--- src/rtl/br_pred_gshare_if.sv ---
// br_pred_gshare_if - fetch/retire signal bundle for the gshare predictor.
//
// Parameters:
//   ADDR  PC width
//
// Signals:
//   flush_         pipeline flush, active low
//   br_pc          PC of the branch being predicted
//   br_req_        prediction request, active low
//   br_pred        predicted direction, 1 = taken (driven by the predictor)
//   commit_pc      PC of the retiring branch
//   br_commit_     branch commit strobe, active low
//   br_result      resolved direction, 1 = taken
//   br_pred_miss_  mispredict flag, active low, qualified by br_commit_
//
// Modports:
//   master  fetch/retire side, drives everything except br_pred
//   slave   predictor side
interface br_pred_gshare_if #(
  parameter int ADDR = 32
);
  logic            flush_;
  logic [ADDR-1:0] br_pc;
  logic            br_req_;
  logic            br_pred;
  logic [ADDR-1:0] commit_pc;
  logic            br_commit_;
  logic            br_result;
  logic            br_pred_miss_;

  modport master (
    output flush_, br_pc, br_req_, commit_pc, br_commit_, br_result, br_pred_miss_,
    input  br_pred
  );

  modport slave (
    input  flush_, br_pc, br_req_, commit_pc, br_commit_, br_result, br_pred_miss_,
    output br_pred
  );
endinterface

--- src/rtl/br_pred_gshare.sv ---
// br_pred_gshare - gshare branch direction predictor.
//
// A table of DEPTH saturating counters indexed by PC bits XOR a global
// history register. Two histories are kept: a speculative one shifted with
// each prediction, and a committed one shifted with each retired branch and
// used to repair the speculative one on mispredict or flush.
//
// Build option:
//   GSHARE_HIST_EN  when defined, history is used (gshare); when undefined
//                   the histories are removed and the table is indexed by PC
//                   bits only (bimodal). flush_, br_req_ and br_pred_miss_
//                   then have no effect.
//
// Parameters:
//   ADDR   PC width
//   CNT    counter width (>= 2)
//   DEPTH  number of counters, power of two
//   HIST   history width, 1 <= HIST <= log2(DEPTH)
//
// Ports:
//   clk    clock, all state changes on the rising edge
//   reset  synchronous active-high reset
//   bus    br_pred_gshare_if.slave: prediction request/response and
//          commit feedback
`ifndef AddrWidth
`define AddrWidth 32
`endif
`ifndef PredCntWidth
`define PredCntWidth 2
`endif
`ifndef PredTableDepth
`define PredTableDepth 16
`endif
`ifndef PredHistWidth
`define PredHistWidth 4
`endif
`ifndef InstWidth
`define InstWidth 32
`endif
`ifndef ByteBitWidth
`define ByteBitWidth 8
`endif

module br_pred_gshare #(
  parameter int ADDR  = `AddrWidth,
  parameter int CNT   = `PredCntWidth,
  parameter int DEPTH = `PredTableDepth,
  parameter int HIST  = `PredHistWidth
) (
  input  logic clk,
  input  logic reset,
  br_pred_gshare_if.slave bus
);

  localparam int PTR = $clog2(DEPTH);
  localparam int OFS = $clog2(`InstWidth / `ByteBitWidth);

  // Weakly taken: MSB set, all lower bits clear.
  localparam logic [CNT-1:0] CNT_INIT = {1'b1, {(CNT-1){1'b0}}};
  localparam logic [CNT-1:0] CNT_MAX  = {CNT{1'b1}};

  logic [CNT-1:0] cnt_tbl [DEPTH];
  logic [PTR-1:0] pred_idx;
  logic [PTR-1:0] com_idx;
  logic [CNT-1:0] cnt_cur;
  logic [CNT-1:0] cnt_upd;
  logic           pred;

  // Keeps the PC bits outside the index field from being flagged as unused.
  logic unused_bits;

`ifdef GSHARE_HIST_EN
  logic [HIST-1:0] spec_ghr;
  logic [HIST-1:0] spec_ghr_nxt;
  logic [HIST-1:0] com_ghr;
  logic [HIST-1:0] com_ghr_nxt;

  // Shift a new outcome in at the LSB; the truncating cast also covers HIST = 1.
  function automatic logic [HIST-1:0] shift_in(input logic [HIST-1:0] ghr, input logic b);
    return HIST'({ghr, b});
  endfunction

  always_comb begin
    com_ghr_nxt = com_ghr;
    if (!bus.br_commit_) com_ghr_nxt = shift_in(com_ghr, bus.br_result);

    // Repair sources take the history including this cycle's commit, so a
    // same-cycle request is wrong-path and its shift is dropped.
    spec_ghr_nxt = spec_ghr;
    if (!bus.br_commit_ && !bus.br_pred_miss_) spec_ghr_nxt = com_ghr_nxt;
    else if (!bus.flush_)                      spec_ghr_nxt = com_ghr_nxt;
    else if (!bus.br_req_)                     spec_ghr_nxt = shift_in(spec_ghr, pred);
  end

  always_ff @(posedge clk) begin
    if (reset) begin
      spec_ghr <= '0;
      com_ghr  <= '0;
    end else begin
      spec_ghr <= spec_ghr_nxt;
      com_ghr  <= com_ghr_nxt;
    end
  end

  assign pred_idx    = bus.br_pc[PTR+OFS-1:OFS] ^ PTR'(spec_ghr);
  assign com_idx     = bus.commit_pc[PTR+OFS-1:OFS] ^ PTR'(com_ghr);
  assign unused_bits = ^{bus.br_pc, bus.commit_pc};
`else
  assign pred_idx    = bus.br_pc[PTR+OFS-1:OFS];
  assign com_idx     = bus.commit_pc[PTR+OFS-1:OFS];
  assign unused_bits = ^{bus.br_pc, bus.commit_pc, bus.flush_, bus.br_req_, bus.br_pred_miss_};
`endif

  // No bypass: a same-cycle commit to pred_idx is seen from the next cycle.
  assign pred        = cnt_tbl[pred_idx][CNT-1];
  assign bus.br_pred = pred;

  assign cnt_cur = cnt_tbl[com_idx];

  always_comb begin
    cnt_upd = cnt_cur;
    if (bus.br_result) begin
      if (cnt_cur != CNT_MAX) cnt_upd = cnt_cur + CNT'(1);
    end else begin
      if (cnt_cur != '0) cnt_upd = cnt_cur - CNT'(1);
    end
  end

  always_ff @(posedge clk) begin
    if (reset) begin
      for (int i = 0; i < DEPTH; i++) cnt_tbl[i] <= CNT_INIT;
    end else if (!bus.br_commit_) begin
      cnt_tbl[com_idx] <= cnt_upd;
    end
  end

endmodule

--- src/flat_wrapper.sv ---
// flat-port wrapper written by rule: the top's interface ports become plain ports
module br_pred_gshare_flat 
#(
  parameter int ADDR  = `AddrWidth,
  parameter int CNT   = `PredCntWidth,
  parameter int DEPTH = `PredTableDepth,
  parameter int HIST  = `PredHistWidth
)
  (clk, reset, bus_flush_, bus_br_pc, bus_br_req_, bus_commit_pc, bus_br_commit_, bus_br_result, bus_br_pred_miss_, bus_br_pred);
  br_pred_gshare_if #(.ADDR(ADDR)) bus_i ();
  input  logic clk;
  input  logic reset;
  input wire logic [$bits(bus_i.flush_)-1:0] bus_flush_;
  input wire logic [$bits(bus_i.br_pc)-1:0] bus_br_pc;
  input wire logic [$bits(bus_i.br_req_)-1:0] bus_br_req_;
  input wire logic [$bits(bus_i.commit_pc)-1:0] bus_commit_pc;
  input wire logic [$bits(bus_i.br_commit_)-1:0] bus_br_commit_;
  input wire logic [$bits(bus_i.br_result)-1:0] bus_br_result;
  input wire logic [$bits(bus_i.br_pred_miss_)-1:0] bus_br_pred_miss_;
  output wire logic [$bits(bus_i.br_pred)-1:0] bus_br_pred;
  assign bus_i.flush_ = bus_flush_;
  assign bus_i.br_pc = bus_br_pc;
  assign bus_i.br_req_ = bus_br_req_;
  assign bus_i.commit_pc = bus_commit_pc;
  assign bus_i.br_commit_ = bus_br_commit_;
  assign bus_i.br_result = bus_br_result;
  assign bus_i.br_pred_miss_ = bus_br_pred_miss_;
  assign bus_br_pred = bus_i.br_pred;
  br_pred_gshare #(.ADDR(ADDR), .CNT(CNT), .DEPTH(DEPTH), .HIST(HIST)) u_core (.clk(clk), .reset(reset), .bus(bus_i));
endmodule
--- config.mk ---
export PLATFORM = sky130hd
export DESIGN_NAME = br_pred_gshare_flat
export DESIGN_NICKNAME = d
export VERILOG_FILES = /design/src/rtl/br_pred_gshare_if.sv /design/src/rtl/br_pred_gshare.sv /design/src/flat_wrapper.sv
export SDC_FILE = /design/constraint.sdc
export NUM_CORES = 1
export LEC_CHECK = 0
export BUFFER_PORTS_ARGS = -buffer_cell sky130_fd_sc_hd__buf_2
export CAP_MARGIN = 30
export CORE_ASPECT_RATIO = 0.8
export CORE_MARGIN = 2
export CORE_UTILIZATION = 35
export CTS_CLUSTER_SIZE = 28
export DETAILED_ROUTE_END_ITERATION = 16
export PLACE_DENSITY = 0.64
export SETUP_SLACK_MARGIN = 0.2
export SYNTH_ARGS = -nofsm -noshare
export SYNTH_HDL_FRONTEND = slang
export SYNTH_SLANG_ARGS = --single-unit
--- constraint.sdc ---
create_clock -name clk -period 3.8 [get_ports clk]
set_input_delay 0.57 -clock clk [delete_from_list [all_inputs] [get_ports clk]]
set_output_delay 0.57 -clock clk [all_outputs]
set_load 0.05 [all_outputs]
======== Word-level counts from Yosys, hierarchy flattened ========
Memory sizes are Yosys's and may differ from the RTL's.
Index checks and enable logic that the tools add are counted.
word-level totals
  flip-flop bits (word level) ............. 0
  memory bits (writable) .................. 32
  bits of input ports ..................... 71
  output and inout port bits .............. 1
  logic and storage cells ................. 17
  memories kept ........................... 1
memory list
  name            depth  width  read ports  clocked after memory_dff  write ports  RTL line              text
  u_core.cnt_tbl  16     2      2           0                         16           br_pred_gshare.sv:62  logic [CNT-1:0] cnt_tbl [DEPTH];
operators by class
  $add $sub $neg .......................... 2
  equality and inequality tests ........... 1
  muxes and demuxes ....................... 11
  reduce and logical (&&, ||, !) cells .... 2
operators with widths
  operator               number
  $mux W2                4
  $mux W1                6
  $mux W4                1
  $add A2 B1 Y2 const B  1
  $ne A2 B2 Y1 const B   1
  $reduce_bool A2 Y1     1
  $reduce_or A2 Y1       1
  $sub A2 B1 Y2 const B  1

======== Logic depth before layout (Yosys ltp) ========
  depth in word-level cells ............... 5
  mapped depth ............................ 8
  mapped depth without buffers ............ 5

======== Least setup slack after synthesis ========
Ideal clock, no wire load.
  path kind ............................... input to output
  start point ............................. input port bus_br_pc[2]
  end point ............................... output port bus_br_pred
  arrival time ............................ 1664 ps
  required time ........................... 3230 ps
  path slack .............................. 1566 ps
  stages on the path ...................... 2
  path buffers ............................ 0
  path through ............................ mux4_2 -> mux4_2
between the ends
  longest elaborated chain between the ends .. 1
RTL lines
  element          RTL line            text
  start, declared  flat_wrapper.sv:14  input wire logic [$bits(bus_i.br_pc)-1:0] bus_br_pc;
  $mem_v2 Z16 W2   n/a
  end, declared    flat_wrapper.sv:20  output wire logic [$bits(bus_i.br_pred)-1:0] bus_br_pred;
Every way passes these cells.

======== Worst setup path after layout ========
Same ends and word-level chain as after synthesis.

==> flow_results.xml <==
<?xml version="1.0" encoding="UTF-8"?>
<metrics>
  <group name="power_and_ir_drop">
    <metric name="power.switching_fraction" unit="%">24.0</metric>
    <metric name="power.share.clock" unit="%">33.0</metric>
    <metric name="power_frac_seq" unit="%">54.6</metric>
    <metric name="power_frac_comb" unit="%">12.4</metric>
    <metric name="cell_internal_pwr" unit="mW">0.557</metric>
    <metric name="power.density_cell_area" unit="nW/um^2">370</metric>
    <metric name="total_leakage_power" unit="nW">0.601</metric>
    <metric name="total_switching_power" unit="mW">0.175</metric>
    <metric name="worst_vdd_ir" unit="mV">0.133</metric>
  </group>
  <group name="global_route">
    <metric name="use_met3" unit="%">3.69</metric>
    <metric name="largest_net_degree_at_the_start_of_global_routing" unit="">20</metric>
    <metric name="antenna_violations_before_repair" unit="">0</metric>
    <metric name="grt_first_pass_wirelength" unit="mm">6.08</metric>
    <metric name="grt.met1_usage" unit="%">17.1</metric>
    <metric name="top_usage_layer" unit="">met2</metric>
    <metric name="gr-usage-all-layers" unit="%">14.5</metric>
    <metric name="met2_usage" unit="%">25.4</metric>
    <metric name="grt_overflow_total" unit="">0</metric>
    <metric name="first_global_vias" unit="">1224</metric>
  </group>
  <group name="yosys">
    <metric name="synth-edff-count" unit="">32</metric>
    <metric name="post-synth-top-area-cell" unit="">sky130_fd_sc_hd__edfxtp_1</metric>
    <metric name="mean_cell_area_of_the_mapped_netlist" unit="um^2">12.5</metric>
    <metric name="proportion_of_synthesized_chip_area_in_sequential_cells" unit="%">52.5</metric>
    <metric name="synth-warning-count" unit="">0</metric>
    <metric name="post_synthesis_register_bit_count" unit="">32</metric>
    <metric name="async_flop_share" unit="%">0</metric>
    <metric name="post-synth-top-count-cell" unit="">sky130_fd_sc_hd__edfxtp_1</metric>
    <metric name="synth_top_cells_by_area" unit="">sky130_fd_sc_hd__edfxtp_1, sky130_fd_sc_hd__mux4_2, sky130_fd_sc_hd__nand2_1, sky130_fd_sc_hd__mux4_1, sky130_fd_sc_hd__nand2b_1</metric>
    <metric name="syn_area" unit="um^2">1830</metric>
    <metric name="yosys_most_used_dff" unit="">sky130_fd_sc_hd__edfxtp_1</metric>
    <metric name="post_synth_most_frequent_cells" unit="">sky130_fd_sc_hd__edfxtp_1, sky130_fd_sc_hd__nand2_1, sky130_fd_sc_hd__nand3_1, sky130_fd_sc_hd__nand2b_1, sky130_fd_sc_hd__nor2_2</metric>
    <metric name="syn_nets" unit="">217</metric>
    <metric name="synth_largest_type_area_fraction" unit="%">52.5</metric>
    <metric name="synth_cell_types" unit="">25</metric>
    <metric name="postSynthCellCount" unit="">146</metric>
  </group>
  <group name="final_layout">
    <metric name="layout.filler_cells" unit="">499</metric>
    <metric name="num-nets-final" unit="">224</metric>
    <metric name="diodes" unit="">0</metric>
    <metric name="multi_input_area" unit="um^2">795</metric>
    <metric name="biggestRegsByFlops" unit="">u_core.cnt_tbl x32</metric>
    <metric name="final-seq-area" unit="um^2">961</metric>
    <metric name="registers.top_by_ff_count" unit="">u_core.cnt_tbl</metric>
    <metric name="area_delta_synth_final" unit="%">8.00</metric>
    <metric name="largest_register_ff_count" unit="">32</metric>
    <metric name="final_cell_area" unit="um^2">1980</metric>
    <metric name="layout-drive-gt1-share" unit="%">29.9</metric>
  </group>
  <group name="placement">
    <metric name="routabilityCongestion" unit="">0.755</metric>
    <metric name="placement.io_buffers" unit="">12</metric>
    <metric name="detailed_place.area" unit="um^2">1900</metric>
    <metric name="pre_cts_slack" unit="ns">1.10</metric>
    <metric name="dp_hpwl" unit="mm">2.79</metric>
  </group>
  <group name="timing">
    <metric name="timing.final.ws_setup" unit="ns">1.25</metric>
    <metric name="worst_slew_pin_tran" unit="ns">0.877</metric>
    <metric name="finalClockSkew" unit="ns">0.00318</metric>
    <metric name="tns" unit="ns">0</metric>
    <metric name="unrepaired_setup_endpoints_after_global_routing" unit="">false</metric>
    <metric name="period_share" unit="%">67.2</metric>
    <metric name="drv_slew" unit="">0</metric>
    <metric name="finalHoldViolCount" unit="">0</metric>
    <metric name="setup_violations" unit="">0</metric>
    <metric name="fmax" unit="MHz">391</metric>
    <metric name="timing.slew.headroom" unit="%">41.0</metric>
    <metric name="finalCriticalPeriod" unit="ns">2.55</metric>
  </group>
  <group name="die">
    <metric name="initial_util" unit="%">36.3</metric>
    <metric name="top_level_ports" unit="">72</metric>
    <metric name="placement_rows" unit="">23</metric>
    <metric name="dieWidth" unit="um">84.9</metric>
    <metric name="floorplan.die_area" unit="um^2">5830</metric>
    <metric name="core-area" unit="um^2">5040</metric>
    <metric name="chipHeight" unit="um">68.7</metric>
  </group>
  <group name="cts">
    <metric name="cts_hold_buf" unit="">0</metric>
    <metric name="cts_root_buf" unit="">sky130_fd_sc_hd__clkbuf_8</metric>
    <metric name="post-cts-setup-buffers" unit="">0</metric>
    <metric name="tritoncts_num_sinks" unit="">32</metric>
    <metric name="clk_pin_slew" unit="ns">0.06</metric>
    <metric name="post_cts_resize_count" unit="">0</metric>
    <metric name="tritoncts.num_buffers" unit="">5</metric>
    <metric name="cts_htree_levels" unit="">2</metric>
    <metric name="clk-insertion-delay-late" unit="ns">0.28</metric>
    <metric name="clk_path_buf_depth" unit="">2</metric>
    <metric name="cts_tree" unit="">built</metric>
  </group>
  <group name="outcome">
    <metric name="status" unit="">complete, no violations</metric>
  </group>
  <group name="worst_setup_path">
    <metric name="critical_path.cell_chain" unit="">buf_2, mux4_2, mux4_2, buf_2</metric>
    <metric name="timing.critical_path.slowest_stage_cell" unit="">sky130_fd_sc_hd__mux4_2</metric>
    <metric name="crit_start" unit="">bus_br_pc[2]</metric>
    <metric name="critical_path.max_fanout" unit="">4</metric>
    <metric name="crit_required" unit="ns">3.23</metric>
    <metric name="critical_path.max_stage_delay" unit="ns">0.55</metric>
    <metric name="arrival_time_reported_for_the_critical_path_endpoint" unit="ns">1.98</metric>
    <metric name="crit_path_end_kind" unit="">primary output</metric>
    <metric name="critPathKind" unit="">in -&gt; out</metric>
    <metric name="worst_r2r_startpoint" unit="">u_core.cnt_tbl[1][1]</metric>
    <metric name="crit_path_start_kind" unit="">input port</metric>
  </group>
  <group name="detailed_routing">
    <metric name="drt_pre_antenna_iters" unit="">4</metric>
    <metric name="drt-total-wl" unit="mm">3.84</metric>
    <metric name="final_ant_viol_nets" unit="">0</metric>
    <metric name="detail_route.drc_violations" unit="">0</metric>
    <metric name="post_drt_via_cell_ratio" unit="">5.57</metric>
    <metric name="initial_drc_count" unit="">112</metric>
    <metric name="avgRoutedWirePerCell" unit="um">17.8</metric>
    <metric name="dr_total_vias" unit="">1204</metric>
  </group>
  <group name="min_path">
    <metric name="hp-start" unit="">bus_commit_pc[4]</metric>
    <metric name="min_path_type" unit="">in -&gt; reg</metric>
  </group>
  <group name="job">
    <metric name="maxCapViolations" unit="">0</metric>
  </group>
</metrics>
path summary, 6_finish.rpt:
path / cells after the start / to / slack, ns
min reg2reg: 5 / u_core.cnt_tbl[10][0] / 1.28
max reg2reg: 5 / u_core.cnt_tbl[9][1] / 1.69
min: 2 / u_core.cnt_tbl[12][1] / 0.63
max: 4 / bus_br_pred / 1.25
cells in the final DEF (no fill, tap or decap):
cell type and count:
sky130_fd_sc_hd__a22oi_1 1, sky130_fd_sc_hd__a31o_2 1, sky130_fd_sc_hd__and2_1 1, sky130_fd_sc_hd__and3_1 2
sky130_fd_sc_hd__and4_1 1, sky130_fd_sc_hd__buf_2 12, sky130_fd_sc_hd__clkbuf_1 2, sky130_fd_sc_hd__clkbuf_8 5
sky130_fd_sc_hd__clkinv_1 1, sky130_fd_sc_hd__edfxtp_1 32, sky130_fd_sc_hd__inv_1 1, sky130_fd_sc_hd__maj3_4 2
sky130_fd_sc_hd__mux4_1 3, sky130_fd_sc_hd__mux4_2 10, sky130_fd_sc_hd__nand2_1 22, sky130_fd_sc_hd__nand2b_1 12
sky130_fd_sc_hd__nand3_1 15, sky130_fd_sc_hd__nand4_1 2, sky130_fd_sc_hd__nor2_1 6, sky130_fd_sc_hd__nor2_2 11
sky130_fd_sc_hd__nor2b_1 3, sky130_fd_sc_hd__nor3_1 4, sky130_fd_sc_hd__nor3b_2 1, sky130_fd_sc_hd__nor4_2 1
sky130_fd_sc_hd__or2_2 3
worst max-delay path: cells and delay by family:
family	cells	cell delay [ns]
multiplexers	2	1.01
buffers and inverters	2	0.40
metrics by stage:
stage	instances	utilization, %	hold slack [ns]	power (mW)
detailed placement	208	37.7	0.914	0.498
global route	216	39.3	0.633	0.758
finish	216	39.3	0.633	0.732
floorplan	146	-	0.784	0.479
global placement	208	37.7	0.902	0.494
CTS	216	39.3	0.628	0.734
area by class of cell:
cell class	count	area share [%]
Sequential cell	32	48.6
Clock buffer	7	3.86
Clock inverter	1	0.190
Inverter	1	0.190
Tap cell	62	3.92
Multi-Input combinational cell	101	40.2
Timing Repair Buffer	12	3.04
power by group through the flow:
stage               logic [mW]  clock network, mW  registers, mW
floorplan               0.0734                  0          0.406
global placement        0.0875                  0          0.407
detailed placement      0.0906                  0          0.408
CTS                     0.0912              0.243          0.400
global route            0.0985              0.259          0.401
finish                  0.0908              0.241          0.400
metal layers:
metal  part of all wire, %  vias up
met2                    52       45
met1                    39      599
met4                   1.3        0
li1                      -      554
met3                   7.5        6
met5                     0        -
cells by family after synthesis:
logic type	share of synthesized area, %
multiplexers	16.6
buffers and inverters	4.10
AND/OR/NAND/NOR	24.4
adder cells (fa/ha/maj)	1.50
AO/OA/AOI/OAI	0.889
flip-flops	52.5
Note: power is estimated with default switching activity, not from simulation.
